**config.mk**
```make
export PLATFORM = sky130hd
export DESIGN_NAME = digital_lock_param
export DESIGN_NICKNAME = d
export VERILOG_FILES = /design/src/rtl/digital_lock_param.sv
export SDC_FILE = /design/constraint.sdc
export NUM_CORES = 1
export LEC_CHECK = 0
export CAP_MARGIN = 25
export CORE_MARGIN = 4
export CORE_UTILIZATION = 35
export DETAILED_ROUTE_END_ITERATION = 6
export SETUP_SLACK_MARGIN = 0.4
export SLEW_MARGIN = 25
export SYNTH_ARGS = -nofsm -noshare
export SYNTH_HDL_FRONTEND = slang
export SYNTH_SLANG_ARGS = --single-unit
```
**constraint.sdc**
```tcl
create_clock -name clk -period 7.1 [get_ports clk]
set_clock_uncertainty 0.2 [all_clocks]
set_input_delay 1.065 -clock clk [delete_from_list [all_inputs] [get_ports clk]]
set_output_delay 1.065 -clock clk [all_outputs]
set_load 0.01 [all_outputs]
```
**src/rtl/digital_lock_param.sv**
```systemverilog
// -----------------------------------------------------------------------------
// digital_lock_param
//
// Parametrised code-lock core. Consumes single-cycle button-event pulses from
// the debouncer/edge-detector front end and checks a CODE_LEN-digit code over
// NUM_BUTTONS buttons. The core adds three features:
//   - a lockout after MAX_TRIES consecutive failed attempts,
//   - an inter-digit idle timeout,
//   - reprogramming of the code while unlocked.
//
// Ports:
//   clk        system clock
//   rst_n      asynchronous active-low reset; restores DEFAULT_CODE
//   button     press pulses, one clk wide per press; one-hot = digit,
//              multi-hot = invalid digit, zero = no event
//   relock     pulse; re-arm the lock from UNLOCKED (aborts PROGRAM)
//   prog       pulse; enter PROGRAM from UNLOCKED
//   unlocked   high only in UNLOCKED
//   lockout    high only in LOCKOUT
//   state      LOCKED=0, ENTRY=1, UNLOCKED=2, PROGRAM=3, LOCKOUT=4
//   digit_cnt  digits accepted in the current ENTRY/PROGRAM sequence
//   fail_cnt   consecutive failed attempts (saturates at MAX_TRIES)
//   led        status code for the seven-segment controller; 0..4 follow the
//              state encoding, 5 = program committed (one clk)
// -----------------------------------------------------------------------------
module digital_lock_param #(
    parameter int NUM_BUTTONS    = 4,
    parameter int CODE_LEN       = 4,
    parameter logic [CODE_LEN*((NUM_BUTTONS > 1) ? $clog2(NUM_BUTTONS) : 1)-1:0]
                  DEFAULT_CODE   = {2'd3, 2'd2, 2'd1, 2'd0},
    parameter int MAX_TRIES      = 3,
    parameter int LOCKOUT_CYCLES = 50000000,
    parameter int TIMEOUT_CYCLES = 25000000
) (
    input  logic                               clk,
    input  logic                               rst_n,
    input  logic [NUM_BUTTONS-1:0]             button,
    input  logic                               relock,
    input  logic                               prog,
    output logic                               unlocked,
    output logic                               lockout,
    output logic [2:0]                         state,
    output logic [$clog2(CODE_LEN+1)-1:0]      digit_cnt,
    output logic [$clog2(MAX_TRIES+1)-1:0]     fail_cnt,
    output logic [3:0]                         led
);

    localparam int IDX_W   = (NUM_BUTTONS > 1) ? $clog2(NUM_BUTTONS) : 1;
    localparam int CODE_W  = CODE_LEN * IDX_W;
    localparam int CNT_W   = $clog2(CODE_LEN + 1);
    localparam int FAIL_W  = $clog2(MAX_TRIES + 1);
    localparam int TMR_MAX = (LOCKOUT_CYCLES > TIMEOUT_CYCLES) ? LOCKOUT_CYCLES
                                                               : TIMEOUT_CYCLES;
    localparam int TMR_W   = $clog2(TMR_MAX + 1);

    localparam logic [3:0] LED_COMMIT = 4'd5;

    typedef enum logic [2:0] {
        ST_LOCKED   = 3'd0,
        ST_ENTRY    = 3'd1,
        ST_UNLOCKED = 3'd2,
        ST_PROGRAM  = 3'd3,
        ST_LOCKOUT  = 3'd4
    } state_t;

    // Registered state
    state_t              state_q;
    logic [CNT_W-1:0]    cnt_q;
    logic [FAIL_W-1:0]   fail_q;
    logic [TMR_W-1:0]    tmr_q;
    logic                mis_q;
    logic [CODE_W-1:0]   code_q;
    logic [CODE_W-1:0]   shadow_q;

    // Next-state values
    state_t              state_n;
    logic [CNT_W-1:0]    cnt_n;
    logic [FAIL_W-1:0]   fail_n;
    logic [TMR_W-1:0]    tmr_n;
    logic                mis_n;
    logic [CODE_W-1:0]   code_n;
    logic [CODE_W-1:0]   shadow_n;
    logic                commit;

    // Event decode
    logic                any_event;
    logic                one_hot;
    logic [IDX_W-1:0]    digit_val;

    // Code-compare helpers
    logic [CNT_W-1:0]    pos;
    logic [IDX_W-1:0]    expected_digit;
    logic                digit_bad;
    logic                mismatch_acc;
    logic                last_digit;
    logic                idle_expired;
    logic                lock_done;

    // -------------------------------------------------------------------------
    // Button event decode. For multi-hot input digit_val is meaningless, but
    // it is never used in that case because one_hot forces a mismatch/abort.
    // -------------------------------------------------------------------------
    always_comb begin
        any_event = |button;
        one_hot   = $onehot(button);
        digit_val = '0;
        for (int i = 0; i < NUM_BUTTONS; i++) begin
            if (button[i]) digit_val = IDX_W'(i);
        end
    end

    // -------------------------------------------------------------------------
    // Compare helpers. The first digit is taken while still in LOCKED, so
    // position and the running mismatch flag restart from zero there. This
    // also makes CODE_LEN == 1 resolve on the very first press.
    // -------------------------------------------------------------------------
    always_comb begin
        pos            = (state_q == ST_LOCKED) ? '0 : cnt_q;
        expected_digit = code_q[pos*IDX_W +: IDX_W];
        digit_bad      = !one_hot || (digit_val != expected_digit);
        mismatch_acc   = ((state_q == ST_LOCKED) ? 1'b0 : mis_q) | digit_bad;
        last_digit     = (pos == CNT_W'(CODE_LEN - 1));
        // Expiry is the TIMEOUT_CYCLES-th idle clock; a press in that same
        // cycle takes priority because events are checked first below.
        idle_expired   = (tmr_q >= TMR_W'(TIMEOUT_CYCLES - 1));
        lock_done      = (tmr_q >= TMR_W'(LOCKOUT_CYCLES - 1));
    end

    // -------------------------------------------------------------------------
    // Next-state logic
    // -------------------------------------------------------------------------
    always_comb begin
        // NOTE: every signal gets a default before the case so no path can
        // leave it unassigned, which would otherwise infer a latch.
        state_n  = state_q;
        cnt_n    = cnt_q;
        fail_n   = fail_q;
        tmr_n    = tmr_q;
        mis_n    = mis_q;
        code_n   = code_q;
        shadow_n = shadow_q;
        commit   = 1'b0;

        unique case (state_q)
            ST_LOCKED, ST_ENTRY: begin
                if (any_event) begin
                    tmr_n = '0;
                    if (last_digit) begin
                        cnt_n = '0;
                        mis_n = 1'b0;
                        if (!mismatch_acc) begin
                            state_n = ST_UNLOCKED;
                            fail_n  = '0;
                        end else if (fail_q >= FAIL_W'(MAX_TRIES - 1)) begin
                            state_n = ST_LOCKOUT;
                            fail_n  = FAIL_W'(MAX_TRIES);
                        end else begin
                            state_n = ST_LOCKED;
                            fail_n  = fail_q + FAIL_W'(1);
                        end
                    end else begin
                        state_n = ST_ENTRY;
                        cnt_n   = pos + CNT_W'(1);
                        mis_n   = mismatch_acc;
                    end
                end else if (state_q == ST_ENTRY) begin
                    if (idle_expired) begin
                        // Abandoned entry is not counted as a failure.
                        state_n = ST_LOCKED;
                        cnt_n   = '0;
                        mis_n   = 1'b0;
                        tmr_n   = '0;
                    end else begin
                        tmr_n = tmr_q + TMR_W'(1);
                    end
                end else begin
                    tmr_n = '0;
                end
            end

            ST_UNLOCKED: begin
                tmr_n = '0;
                if (relock) begin
                    state_n = ST_LOCKED;
                end else if (prog) begin
                    state_n  = ST_PROGRAM;
                    cnt_n    = '0;
                    shadow_n = code_q;
                end
            end

            ST_PROGRAM: begin
                if (relock) begin
                    state_n = ST_LOCKED;
                    cnt_n   = '0;
                    tmr_n   = '0;
                end else if (any_event) begin
                    tmr_n = '0;
                    if (!one_hot) begin
                        state_n = ST_UNLOCKED;
                        cnt_n   = '0;
                    end else begin
                        shadow_n[cnt_q*IDX_W +: IDX_W] = digit_val;
                        if (cnt_q == CNT_W'(CODE_LEN - 1)) begin
                            code_n  = shadow_n;
                            commit  = 1'b1;
                            state_n = ST_UNLOCKED;
                            cnt_n   = '0;
                        end else begin
                            cnt_n = cnt_q + CNT_W'(1);
                        end
                    end
                end else if (idle_expired) begin
                    state_n = ST_UNLOCKED;
                    cnt_n   = '0;
                    tmr_n   = '0;
                end else begin
                    tmr_n = tmr_q + TMR_W'(1);
                end
            end

            ST_LOCKOUT: begin
                if (lock_done) begin
                    state_n = ST_LOCKED;
                    fail_n  = '0;
                    tmr_n   = '0;
                end else begin
                    tmr_n = tmr_q + TMR_W'(1);
                end
            end

            default: begin
                state_n = ST_LOCKED;
                cnt_n   = '0;
                tmr_n   = '0;
                mis_n   = 1'b0;
            end
        endcase
    end

    // -------------------------------------------------------------------------
    // State and output registers
    // -------------------------------------------------------------------------
    always_ff @(posedge clk or negedge rst_n) begin
        if (!rst_n) begin
            state_q  <= ST_LOCKED;
            cnt_q    <= '0;
            fail_q   <= '0;
            tmr_q    <= '0;
            mis_q    <= 1'b0;
            // NOTE: the code and shadow registers are reset on purpose so a
            // reset always discards a reprogrammed code and restores the default.
            code_q   <= DEFAULT_CODE;
            shadow_q <= DEFAULT_CODE;
            unlocked <= 1'b0;
            lockout  <= 1'b0;
            led      <= 4'd0;
        end else begin
            // NOTE: non-blocking assignments so every register samples the
            // pre-edge values, independent of statement order.
            state_q  <= state_n;
            cnt_q    <= cnt_n;
            fail_q   <= fail_n;
            tmr_q    <= tmr_n;
            mis_q    <= mis_n;
            code_q   <= code_n;
            shadow_q <= shadow_n;
            unlocked <= (state_n == ST_UNLOCKED);
            lockout  <= (state_n == ST_LOCKOUT);
            // Status codes 0..4 coincide with the state encoding.
            led      <= commit ? LED_COMMIT : {1'b0, state_n};
        end
    end

    assign state     = state_q;
    assign digit_cnt = cnt_q;
    assign fail_cnt  = fail_q;

endmodule

```
# [Word-level counts from Yosys, hierarchy flattened]
# Index checks and enable logic that the tools add are counted.
[word_totals] elab_cells=123 inputBits=8 ff_bits=56 output_inout_bits=14
[classes] shifts=3 add_sub_neg=8 bitwise=4 order_cmp=3 muxes=62 reduce_logical=13 eq_ne=20
[op_table] operator="26-bit 2-to-1 mux" n=6
[op_table] operator="3-bit 2-to-1 mux" n=26
[op_table] operator="26-bit case mux with 3 select lines" n=1
[op_table] operator="8-bit 2-to-1 mux" n=5
[op_table] operator="4-bit negator with 34-bit output" n=1
[op_table] operator="2-bit by 34-bit variable shift with 8-bit output (first input constant)" n=1
[op_table] operator="2-bit by 34-bit variable part select with 8-bit output" n=1
[op_table] operator="26-bit by 1-bit adder with 26-bit output (second input constant)" n=1
[op_table] operator="26-bit by 25-bit >= comparator with 1-bit output (second input constant)" n=1
[op_table] operator="26-bit >= comparator (second input constant)" n=1
[op_table] operator="3-bit case mux with 4 select lines" n=2
[op_table] operator="2-bit != test (second input constant)" n=8
[op_table] operator="8-bit case mux with 2 select lines" n=1
[op_table] operator="3-bit by 2-bit equality test with 1-bit output (second input constant)" n=5
[op_table] operator="2-bit 2-to-1 mux" n=7
[op_table] operator="1-bit 2-to-1 mux" n=11
[op_table] operator="8-bit bitwise mux" n=1
[op_table] operator="4-bit AND reduction" n=2
[op_table] operator="8-bit by 5-bit variable part select with 2-bit output" n=1
[op_table] operator="3-bit by 1-bit adder with 3-bit output (second input constant)" n=2
[op_table] operator="3-bit by 1-bit equality test with 1-bit output (second input constant)" n=2
[op_table] operator="3-bit equality test (second input constant)" n=2
[op_table] operator="3-bit != test (second input constant)" n=2
[op_table] operator="6-bit AND reduction" n=1
[op_table] operator="other kinds (18)" n=22

# [Longest topological paths before layout]
# Gate-level depths: netlist of the first run.
[depth] ltp_word=11 mapped_depth=12 mapped_depth_nobuf=10

# [Worst setup path before layout of the first run]
# No wires, ideal clock.
[synth_path] path_type="input -> register" startpoint="input button[0]" endpoint="register shadow_q[0]" t_required_ns=6.775 n_path_buf=1 stages=11 slack_ns=3.509 arrival_ns=3.267 setup_time_ns=0.125 cell_sequence="inv_1 fa_1 inv_1 ha_1 ha_1 nor2_1 nand3_1 or3_1 nand2b_1 buf_2 mux2_2"
[synth_via] elab_chain_cells=5 word_cells_on_any_way=7 cone_classes="add/sub (2); eq/ne (3); reduce/logical (2)"
[synth_lines] element="from (decl)" line_no="37" text="input logic [NUM_BUTTONS-1:0] button,"
[synth_lines] element="1-bit by 1-bit adder with 2-bit output (not written as such)" line_no="105" text="one_hot = $onehot(button);"
[synth_lines] element="2-bit by 2-bit adder with 3-bit output (not written as such)" line_no="105"
[synth_lines] element="3-bit by 1-bit equality test with 1-bit output" line_no="105"
[synth_lines] element="2-bit != test (no source line)"
[synth_lines] element="6-bit AND reduction (no source line) (*)"
[synth_lines] element="to (signal assigned)" line_no="267" text="shadow_q <= shadow_n;"
[synth_lines] element="to (decl)" line_no="73" text="logic [CODE_W-1:0] shadow_q;"
# Every way passes the cells marked *; elsewhere a longest branch is shown, timed or not.
# A chain may end at the register's enable or synchronous reset.

# [Final worst setup path of the first run]
[layout_path] startpoint="input button[3]" endpoint="register shadow_q[1]"
[layout_via] elab_chain_cells=7 word_cells_on_any_way=14 cone_classes="add/sub (2); eq/ne (3); shift (1); mux (6); reduce/logical (2)"
[layout_lines] element="parallel branches: the longest is 7 deep, another holds 2-bit by 2-bit adder with 3-bit output"
# Several ways; the timed one is not identified. The select of a mux whose other input is x is not followed.

==> summary.txt, run 1 <==
Timing
  – Final Cycle Share: 57.4%
  – Final setup violation count: 0
  – Hold Vio Cnt, Final: 0
  – Final min period: 4.07 ns
  – Worst slew margin relative to its limit: 51.3%
  – Setup tns final: 0 ns
  – Final Hold Slack: 0.251 ns
  – Fmax: 245 MHz
  – Max-slew violations: 0
  – Slew @ Worst Pin: 0.730 ns
  – RSZ-0062 raised after global routing: false

Route
  – DR WL/cell: 14.6 microns
  – DRC viols: 0
  – Remaining antenna violation count: 0
  – 1st-pass router iterations: 4
  – Vias: 2486
  – Post-DR vias/cell: 5.26
  – DR iter-0 viols: 154
  – DRT Wirelength: 6920 microns

Place
  – Routability cong.: 0.832
  – Hpwl dp: 4930 microns
  – Port bufs: 20

Yosys
  – Post-synth EDFFs: 0
  – Yosys reg bits: 56
  – Gate Count Post-Synth: 346
  – Number of synthesis warnings: 0
  – Fraction of registers with async set/reset: 100%
  – Syn nets: 366
  – Register area share after synthesis: 43.3%
  – Cell area after synthesis: 3260 sq um
  – Post-synthesis average cell area: 9.42 sq um
  – Top_reg_cell synth: dfrtp_1
  – Distinct cell type count after synthesis: 62

Setup path
  – Required time of the worst setup path: 7.10 ns
  – Cell chain of the critical path: clkdlybuf4s50_1, inv_1, fa_1, inv_1, ha_1, ha_1, nor2_1, nand3_1, or3_1, nand2b_1, mux2_2
  – Largest stage delay, worst path: 0.53 ns
  – Worst path arrival time: 4.08 ns
  – Startpoint Class: primary input
  – CP max-delay cell: clkdlybuf4s50_1
  – CP Buf/Inv Count: 3
  – Crit path max fanout: 8
  – Largest delay share family, worst path: simple AND/OR/NAND/NOR gates
  – Critical path class: primary input to flip-flop
  – CP Capture Type: flip-flop

Clocking
  – Post-CTS Setup Bufs: 0
  – Clk pin slew, worst setup/hold paths: 0.10 ns
  – CTS Hold Bufs: 0
  – Clk_lat worst skew: 0.31 ns
  – Post-CTS resize count: 0
  – Maximum level of the CTS H-tree: 2
  – Longest Clk Path Bufs: 2
  – Clock root cell: clkbuf_8
  – CTS Buf Count: 5
  – CTS tree: yes
  – Clock sinks: 56

Finish
  – Share of layout cells above drive strength 1: 11.8%
  – Total area of sequential cells: 1410 sq um
  – Ant diodes: 0
  – Nets: 384
  – Syn-to-layout area delta: 11.9%
  – Area of the multi-input gates: 1740 sq um
  – Fillers: 879

Floorplan
  – CORE AREA: 8890 sq um
  – Initial Util: 36.6%
  – Top Ports: 22
  – Die W: 104 microns
  – Full die area: 10900 sq um
  – Height of the chip: 104 microns
  – Placement Rows: 34

Hold path
  – Min-Delay Path Class: flip-flop to flip-flop

Pwr
  – Pwr Total: 0.000993 W
  – LEAKAGE: 1.54 nW
  – P per Cell Area: 272 nW/um^2
  – Worst VDD drop: 0.114 mV

Global route
  – Initial antenna violation count: 0
  – Total gr overflow: 0
  – Total Routing Usage GR: 13.2%
  – Vias in the first global route: 2479
  – First-pass GRT wire length: 12100 microns
  – Largest net degree at the start of global routing: 57

Run status
  – Outcome: finished clean

Job
  – Max Cap Viol: 0
-- synthesized netlist by cell type (3+ instances only) --
master | count | area, sq um
and2_1 | 3 | 18.8
mux2_2 | 8 | 90.1
nor2_1 | 42 | 158
nand2b_1 | 5 | 31.3
a22oi_1 | 5 | 37.5
clkbuf_1 | 4 | 15.0
dfrtp_1 | 48 | 1200
nor2b_1 | 4 | 25.0
nor3_1 | 9 | 45.0
ha_1 | 11 | 138
nand2_1 | 38 | 143
dfstp_2 | 8 | 210
inv_1 | 13 | 48.8
a21o_2 | 3 | 26.3
and3_1 | 12 | 75.1
o21ai_0 | 26 | 130
a21oi_1 | 12 | 60.1
xnor2_1 | 11 | 96.3
xor2_1 | 12 | 105
nand4_1 | 4 | 25.0
nand3_1 | 15 | 75.1
-- registers in the layout, indices dropped and copies added (netlist names) --
register and flops:
tmr_q 26, code_q 8, shadow_q 8, digit_cnt 3, led 3, state 3
fail_cnt 2, lockout 1, mis_q 1, unlocked 1
-- power breakdown --
part	internal, W	switching [W]	total (W)
clock network	0.000105	0.000103	0.000208
logic	0.000169	0.000206	0.000375
registers	0.000358	0.0000524	0.000410
-- metrics by stage --
step           setup slack [ns]  cell area [sq um]  util, %  instances
6_report                   3.03               3650     41.0        473
5_1_grt                    2.89               3650     41.0        473
4_1_cts                    3.03               3640     41.0        473
3_5_place_dp               2.69               3530     39.7        465
3_3_place_gp               2.76               3530     39.7        465
2_1_floorplan              3.51               3260        -        346
-- cell usage in the layout (no fill, tap or decap), types with 8 or more instances in the layout --
| cell | n |
|---|---|
| nand2_1 | 38 |
| xnor2_1 | 11 |
| dfstp_2 | 8 |
| and3_1 | 12 |
| nor3_1 | 9 |
| dfrtp_1 | 48 |
| a21oi_1 | 12 |
| ha_1 | 11 |
| nand3_1 | 15 |
| nor2_1 | 42 |
| clkdlybuf4s50_1 | 19 |
| mux2_2 | 8 |
| xor2_1 | 12 |
| o21ai_0 | 26 |
| inv_1 | 13 |
-- cells by family (layout without fill, tap and decap cells) --
family	after synthesis	after routing	synth area share [%]
XOR/XNOR	23	23	6.18
multiplexers	10	10	3.38
adder cells (fa/ha/maj)	12	12	4.84
buffers and inverters	23	42	3.42
AND/OR/NAND/NOR	151	151	23.9
other	1	1	0.115
flip-flops	56	56	43.3
AO/OA/AOI/OAI	70	70	14.9
-- per-layer routing --
metal / vias up / part of all wire [%] / global-route usage, % / wire [microns]
met4: 0 / 1.7 / 4.46 / 120
met3: 8 / 3.0 / 1.92 / 210
li1: 1240 / - / - / -
met5: - / 0 / 0 / 0
met2: 49 / 47 / 21.4 / 3220
met1: 1189 / 49 / 17.9 / 3370
-- path summary, 6_finish.rpt --
kind                           start  slack [ns]  depth (start not counted)           end
min in group asynchronous      rst_n        0.69                          2      tmr_q[2]
max in group asynchronous      rst_n        5.53                          2  digit_cnt[0]
max                        button[3]        3.03                         11   shadow_q[1]
min reg2reg                 tmr_q[0]        0.25                          1      tmr_q[0]
max reg2reg                 state[1]        4.26                          5   shadow_q[1]
min                         tmr_q[0]        0.25                          1      tmr_q[0]
-- area by class of cell --
| type | count | share of cell area [%] |
|---|---|---|
| repair buffers | 21 | 5.56 |
| inverters | 13 | 1.34 |
| clock inverters | 2 | 0.961 |
| clock buffers | 6 | 1.99 |
| well taps | 108 | 3.71 |
| flip-flops and latches | 56 | 38.7 |
| multi-input cells | 267 | 47.7 |
Power figures use the tool's default switching activity.
==> run 2: changes to the inputs <==
==> constraint.sdc (replaced) <==
create_clock -name clk -period 3.8 [get_ports clk]
set_clock_uncertainty 0.2 [all_clocks]
set_input_delay 0.57 -clock clk [delete_from_list [all_inputs] [get_ports clk]]
set_output_delay 0.57 -clock clk [all_outputs]
set_load 0.01 [all_outputs]
==> run 2 against run 1 <==
Compared with the run above: critical endpoint unchanged; combinational power increased by 87%; non-clock buffer count grew 4; clock-buffer cell count fell by 1; power up 88%.
==> summary.txt, run 2 (same netlist as run 1, synthesis figures left out) <==
Pwr
  – P per Cell Area: 505 nW/um^2 (+85%)
  – Worst VDD drop: 0.176 mV (+55%)
  – Logic pwr share: 37.7% (about the same)
  – Flop pwr share: 41.3% (about the same)
  – Pwr Total: 0.00187 W (+88%)
  – Sw Ratio: 36.7% (+0.29 points)
  – LEAKAGE: 1.56 nW (+1.4%)
  – Cell Int Power: 0.00118 W (+87%)
  – Clock share of power: 21.1% (+0.2 points)
  – P_sw: 0.000685 W (+89%)

Timing
  – Setup tns final: 0 ns (unchanged)
  – Fmax: 301 MHz
  – Final Cycle Share: 87.5%
  – RSZ-0062 raised after global routing: false
  – Final Hold Slack: 0.0483 ns (-0.203 ns)
  – Final setup violation count: 0 (unchanged)
  – Worst slew margin relative to its limit: 59.5% (+8.1 points)
  – Hold Vio Cnt, Final: 0 (unchanged)
  – Final WS setup: 0.477 ns (-2.55 ns)
  – Slew @ Worst Pin: 0.607 ns (-0.123 ns)
  – Final min period: 3.32 ns
  – Max-slew violations: 0 (unchanged)

Setup path
  – Cell chain of the critical path: clkdlybuf4s50_1, inv_1, fa_1, inv_1, ha_1, ha_1, nor2_2, nand3_1, or3_1, nand2b_1, buf_12, mux2_2
  – Reg2reg start: state[1]
  – Reg2reg setup slack: 1.05 ns (-3.21 ns)
  – R2R cell count: 6 (+1)
  – CP Capture Type: flip-flop
  – Crit path max fanout: 8 (unchanged)
  – Reg2reg end: shadow_q[1]
  – Largest stage delay, worst path: 0.53 ns (about the same)
  – Startpoint Class: primary input
  – Worst path arrival time: 3.33 ns (-0.75 ns)
  – Critical path class: primary input to flip-flop
  – Required time of the worst setup path: 3.80 ns (-3.30 ns)
  – CP max-delay cell: fa_1
  – Largest delay share family, worst path: adder cells
  – CP Buf/Inv Count: 4 (+1)

Clocking
  – Clk pin slew, worst setup/hold paths: 0.10 ns (about the same)
  – Clock root cell: clkbuf_8
  – Longest Clk Path Bufs: 2 (unchanged)
  – Clock sinks: 56 (unchanged)
  – Post-CTS Setup Bufs: 0 (unchanged)
  – Clk_lat worst skew: 0.31 ns (about the same)
  – Maximum level of the CTS H-tree: 2 (unchanged)
  – CTS tree: yes
  – CTS Buf Count: 5 (unchanged)
  – CTS Hold Bufs: 0 (unchanged)

Place
  – Port bufs: 20 (unchanged)
  – Placed Instances: 469 (+0.86%)
  – Dpl ws: 0.143 ns (-2.55 ns)
  – Hpwl dp: 5020 microns (+1.8%)
  – Routability cong.: 0.880 (+5.8%)

Run status
  – Outcome: finished clean

Global route
  – Largest net degree at the start of global routing: 45 (-21%)
  – First-pass GRT wire length: 12300 microns (+1.7%)
  – Vias in the first global route: 2520 (+1.7%)
  – Initial antenna violation count: 0 (unchanged)
  – Total Routing Usage GR: 13.6% (+0.44 points)
  – Total gr overflow: 0 (unchanged)

Job
  – Max Cap Viol: 0 (unchanged)

Floorplan
  – Top Ports: 22 (unchanged)
  – CORE AREA: 8890 sq um (unchanged)
  – Initial Util: 36.6% (unchanged)
  – Full die area: 10900 sq um (unchanged)
  – Height of the chip: 104 microns (unchanged)
  – Placement Rows: 34 (unchanged)
  – Die W: 104 microns (unchanged)

Finish
  – Syn-to-layout area delta: 13.5%
  – Ant diodes: 0 (unchanged)
  – Nets: 388 (+1.0%)
  – Commonest non-fill, non-tap cell in the layout: dfrtp_1
  – Largest registers: tmr_q (26), code_q (8), shadow_q (8)
  – Max reg flops: 26 (unchanged)
  – Fin cells: 477 (+0.85%)
  – Fillers: 876 (-0.34%)
  – Top reg by flops: tmr_q
  – Share of layout cells above drive strength 1: 13.6% (+1.8 points)
  – Most frequent cells in the layout: dfrtp_1 (48), nor2_1 (41), nand2_1 (38), o21ai_0 (26), clkdlybuf4s50_1 (19)

Route
  – Vias: 2510 (+0.97%)
  – Post-DR vias/cell: 5.26 (+0.12%)
  – DR iter-0 viols: 160 (+3.9%)
  – DRC viols: 0 (unchanged)
  – DR WL/cell: 14.6 microns (-0.54%)
  – 1st-pass router iterations: 5 (+1)
  – DRT Wirelength: 6940 microns (+0.30%)
  – Remaining antenna violation count: 0 (unchanged)

Hold path
  – Min-Delay Path Class: primary input to asynchronous set/reset pin
run 2: changes by cell type in the layout (fill, tap and decap cells not counted), sizes merged:
cell,change
buf,+4
clkbuf,-1
clkinvlp,+1
run 2: final cells by class:
type	count	area, sq um	share of cell area [%]
clock buffers	5	68.8	1.86
well taps	108	135	3.65
inverters	13	48.8	1.32
repair buffers	25	248	6.70
multi-input cells	267	1740	47.1
clock inverters	3	42.5	1.15
flip-flops and latches	56	1410	38.2
run 2: what timing repair did:
item / 4_1_cts / 5_1_grt
endpoints found under the setup margin: 0 / 10
hold endpoints to repair: 0 / 0
gates resized for setup: 0 / 2
run 2: worst max-delay path by stage:
stage | from | end | slack, ns | depth (start not counted)
floorplan | button[0] | shadow_q[0] | 0.70 | 11
global placement | button[0] | shadow_q[3] | 0.17 | 12
detailed placement | button[1] | shadow_q[1] | 0.14 | 12
CTS | button[1] | shadow_q[1] | 0.48 | 12
global route | button[0] | shadow_q[4] | 0.40 | 12
finish | button[0] | shadow_q[1] | 0.48 | 12
run 2: metal layers:
metal	share of wire, %	global-route usage (%)
met1	48	19.3
met2	47	20.8
met3	4.1	2.36
met4	1.4	4.94
met5	0	0
run 2: stage by stage:
step	instance area [sq um]	utilization [%]
floorplan	3260	-
global placement	3580	40.2
detailed placement	3580	40.2
CTS	3690	41.5
global route	3700	41.6
finish	3700	41.6
run 2: power groups by stage:
stage	Combinational (W)	Sequential [W]	Clock, W
3_5_place_dp	0.000699	0.000781	0
5_1_grt	0.000783	0.000787	0.000442
6_report	0.000703	0.000770	0.000393
2_1_floorplan	0.000471	0.000774	0
3_3_place_gp	0.000688	0.000781	0
4_1_cts	0.000705	0.000769	0.000411
==> patch, RTL diff (settings of run 2) <==
Remove the register `unlocked`: a continuous assignment takes its place, so the output `unlocked` follows one clock earlier.
--- a/src/rtl/digital_lock_param.sv
+++ b/src/rtl/digital_lock_param.sv
@@ -254,3 +254,2 @@
             shadow_q <= DEFAULT_CODE;
-            unlocked <= 1'b0;
             lockout  <= 1'b0;
@@ -267,3 +266,2 @@
             shadow_q <= shadow_n;
-            unlocked <= (state_n == ST_UNLOCKED);
             lockout  <= (state_n == ST_LOCKOUT);
@@ -274,2 +272,4 @@
 
+    assign unlocked = (state_n == ST_UNLOCKED);
+
     assign state     = state_q;
Formal check against the unedited RTL: not equivalent (a bounded check fails within 4 cycles, from zero or initial values and one cycle with rst_n low).
==> patch against run 2 <==
Via count increased by 6.9%; sequential cell count decreased by 1; count of clock-buffer cells in the layout increased by 1; cell area increased by 4.9%; synthesized area increased by 0.35%; sequential share of layout area decreased by 2.4 points; critical path type is now primary input to output port; utilization increased by 0.81 points; setup slack got worse by 300 ps; total power decreased by 2.6%; routed wire length increased by 3.0%; maximum frequency decreased by 8.2%.
==> patch: results <==
{
  "run_status": "finished, final reports clean",
  "crit_family": "adder cells",
  "synth.yosys.seq_area_share_pct": 42.40,
  "yosys.area_share.adder_pct": 4.822,
  "drv_slew": 0,
  "finalWeightedCongestion": 0.8512,
  "postPlaceCellArea_um2": 3725,
  "clk-insertion-delay-late_ps": 300,
  "cp_slowest_cell": "sky130_fd_sc_hd__fa_1",
  "worstPathMaxFanout": 3,
  "nFillCells": 900,
  "final-instance-count-excl-fill": 522,
  "leading_cell_types_by_total_area_after_synthesis": "sky130_fd_sc_hd__dfrtp_1 36%, sky130_fd_sc_hd__dfstp_2 6.4%, sky130_fd_sc_hd__nor2_1 6.1%",
  "largestRegisters": "tmr_q (26), code_q (8), shadow_q (8)",
  "synth_top_cells_by_count": "53 x sky130_fd_sc_hd__nor2_1, 47 x sky130_fd_sc_hd__dfrtp_1, 39 x sky130_fd_sc_hd__nand2_1",
  "synth_compound_area_share_pct": 15.77,
  "grt.total_usage_pct": 13.52,
  "netlist-cell-type-count": 62,
  "cts_buffer_depth": 2,
  "worst_pin_slew_ps": 764.7,
  "final_net_count": 430,
  "detail_route.vias_per_cell": 5.142,
  "htree_num_levels": 2,
  "tritoncts.num_buffers": 5,
  "worst_ir_drop_vdd_mv": 0.1886,
  "synth_area_per_cell_um2": 8.982,
  "standby_leakage_power_nw": 1.597,
  "proportion_of_synthesized_flip_flops_having_asynchronous_set_or_reset_pct": 100.0,
  "synth-main-ff-cell": "sky130_fd_sc_hd__dfrtp_1",
  "antenna_fix_cells": 0,
  "post_detail_place_hpwl_um": 5199,
  "synth-warning-count": 0,
  "synth_mux_area_share_pct": 1.914,
  "synth.net_count": 384,
  "drt_iter0_drc": 60,
  "power_report.internal_total_w": 0.001139,
  "post_route_cells_drive_above_1_share_pct": 18.98,
  "dp_slack_ps": -794.2,
  "drt_first_pass_iters": 4,
  "maximum_number_of_pins_on_one_net_before_global_route_repair": 36,
  "worst_hold_path_type": "primary input to async pin",
  "dpl.cell_count": 507,
  "grt_pass1_vias": 2634,
  "clock-root-buffer": "sky130_fd_sc_hd__clkbuf_8",
  "cp_slowest_stage_delay_ps": 520,
  "wl_cell_um": 13.69,
  "synth_xor_xnor_area_share_pct": 5.855,
  "grt_first_pass_wirelength_um": 12450,
  "timing.critical_path.arrival_ps": 2850
}
==> patch: per-layer routing <==
metal	part of all wire [%]	up-vias	track usage [%]
li1	-	1364	-
met1	49	1270	19.00
met2	47	42	21.77
met3	3.1	8	2.347
met4	0.98	0	3.187
met5	0	-	0
==> patch: timing repair <==
| action | in CTS | in global routing |
|---|---|---|
| pin swaps | 6 | 5 |
| gates resized for setup | 18 | 2 |
| buffers inserted | 4 | 3 |
| gates cloned | 0 | 0 |
| setup endpoints to repair | 8 | 1 |
| hold buffers | 0 | 0 |
==> patch: power by group through the flow <==
stage | Combinational [W] | Clock, W | Sequential (W)
2_1_floorplan | 0.000495 | 0 | 0.000728
3_3_place_gp | 0.000717 | 0 | 0.000748
3_5_place_dp | 0.000721 | 0 | 0.000749
4_1_cts | 0.000731 | 0.000363 | 0.000738
5_1_grt | 0.000808 | 0.000387 | 0.000756
6_report | 0.000734 | 0.000345 | 0.000739
==> patch: worst paths after layout <==
path	endpoint	cells past startpoint	slack, ps	startpoint
worst max register to register	shadow_q[1]	9	1160	digit_cnt[0]
worst min-delay path	fail_cnt[1]	1	130	rst_n
max in group asynchronous	shadow_q[5]	2	2450	rst_n
min in group clk	shadow_q[5]	2	280	shadow_q[5]
worst min register to register	shadow_q[5]	2	280	shadow_q[5]
worst max-delay path	unlocked	12	180	button[3]
==> patch: cell type report <==
class | instances | area [µm²] | share of cell area, %
well taps | 111 | 138.9 | 3.579
inverters | 17 | 66.31 | 1.709
multi-input cells | 279 | 1768 | 45.57
repair buffers | 52 | 421.7 | 10.87
flip-flops and latches | 55 | 1386 | 35.73
clock buffers | 6 | 82.58 | 2.128
clock inverters | 2 | 16.27 | 0.4192
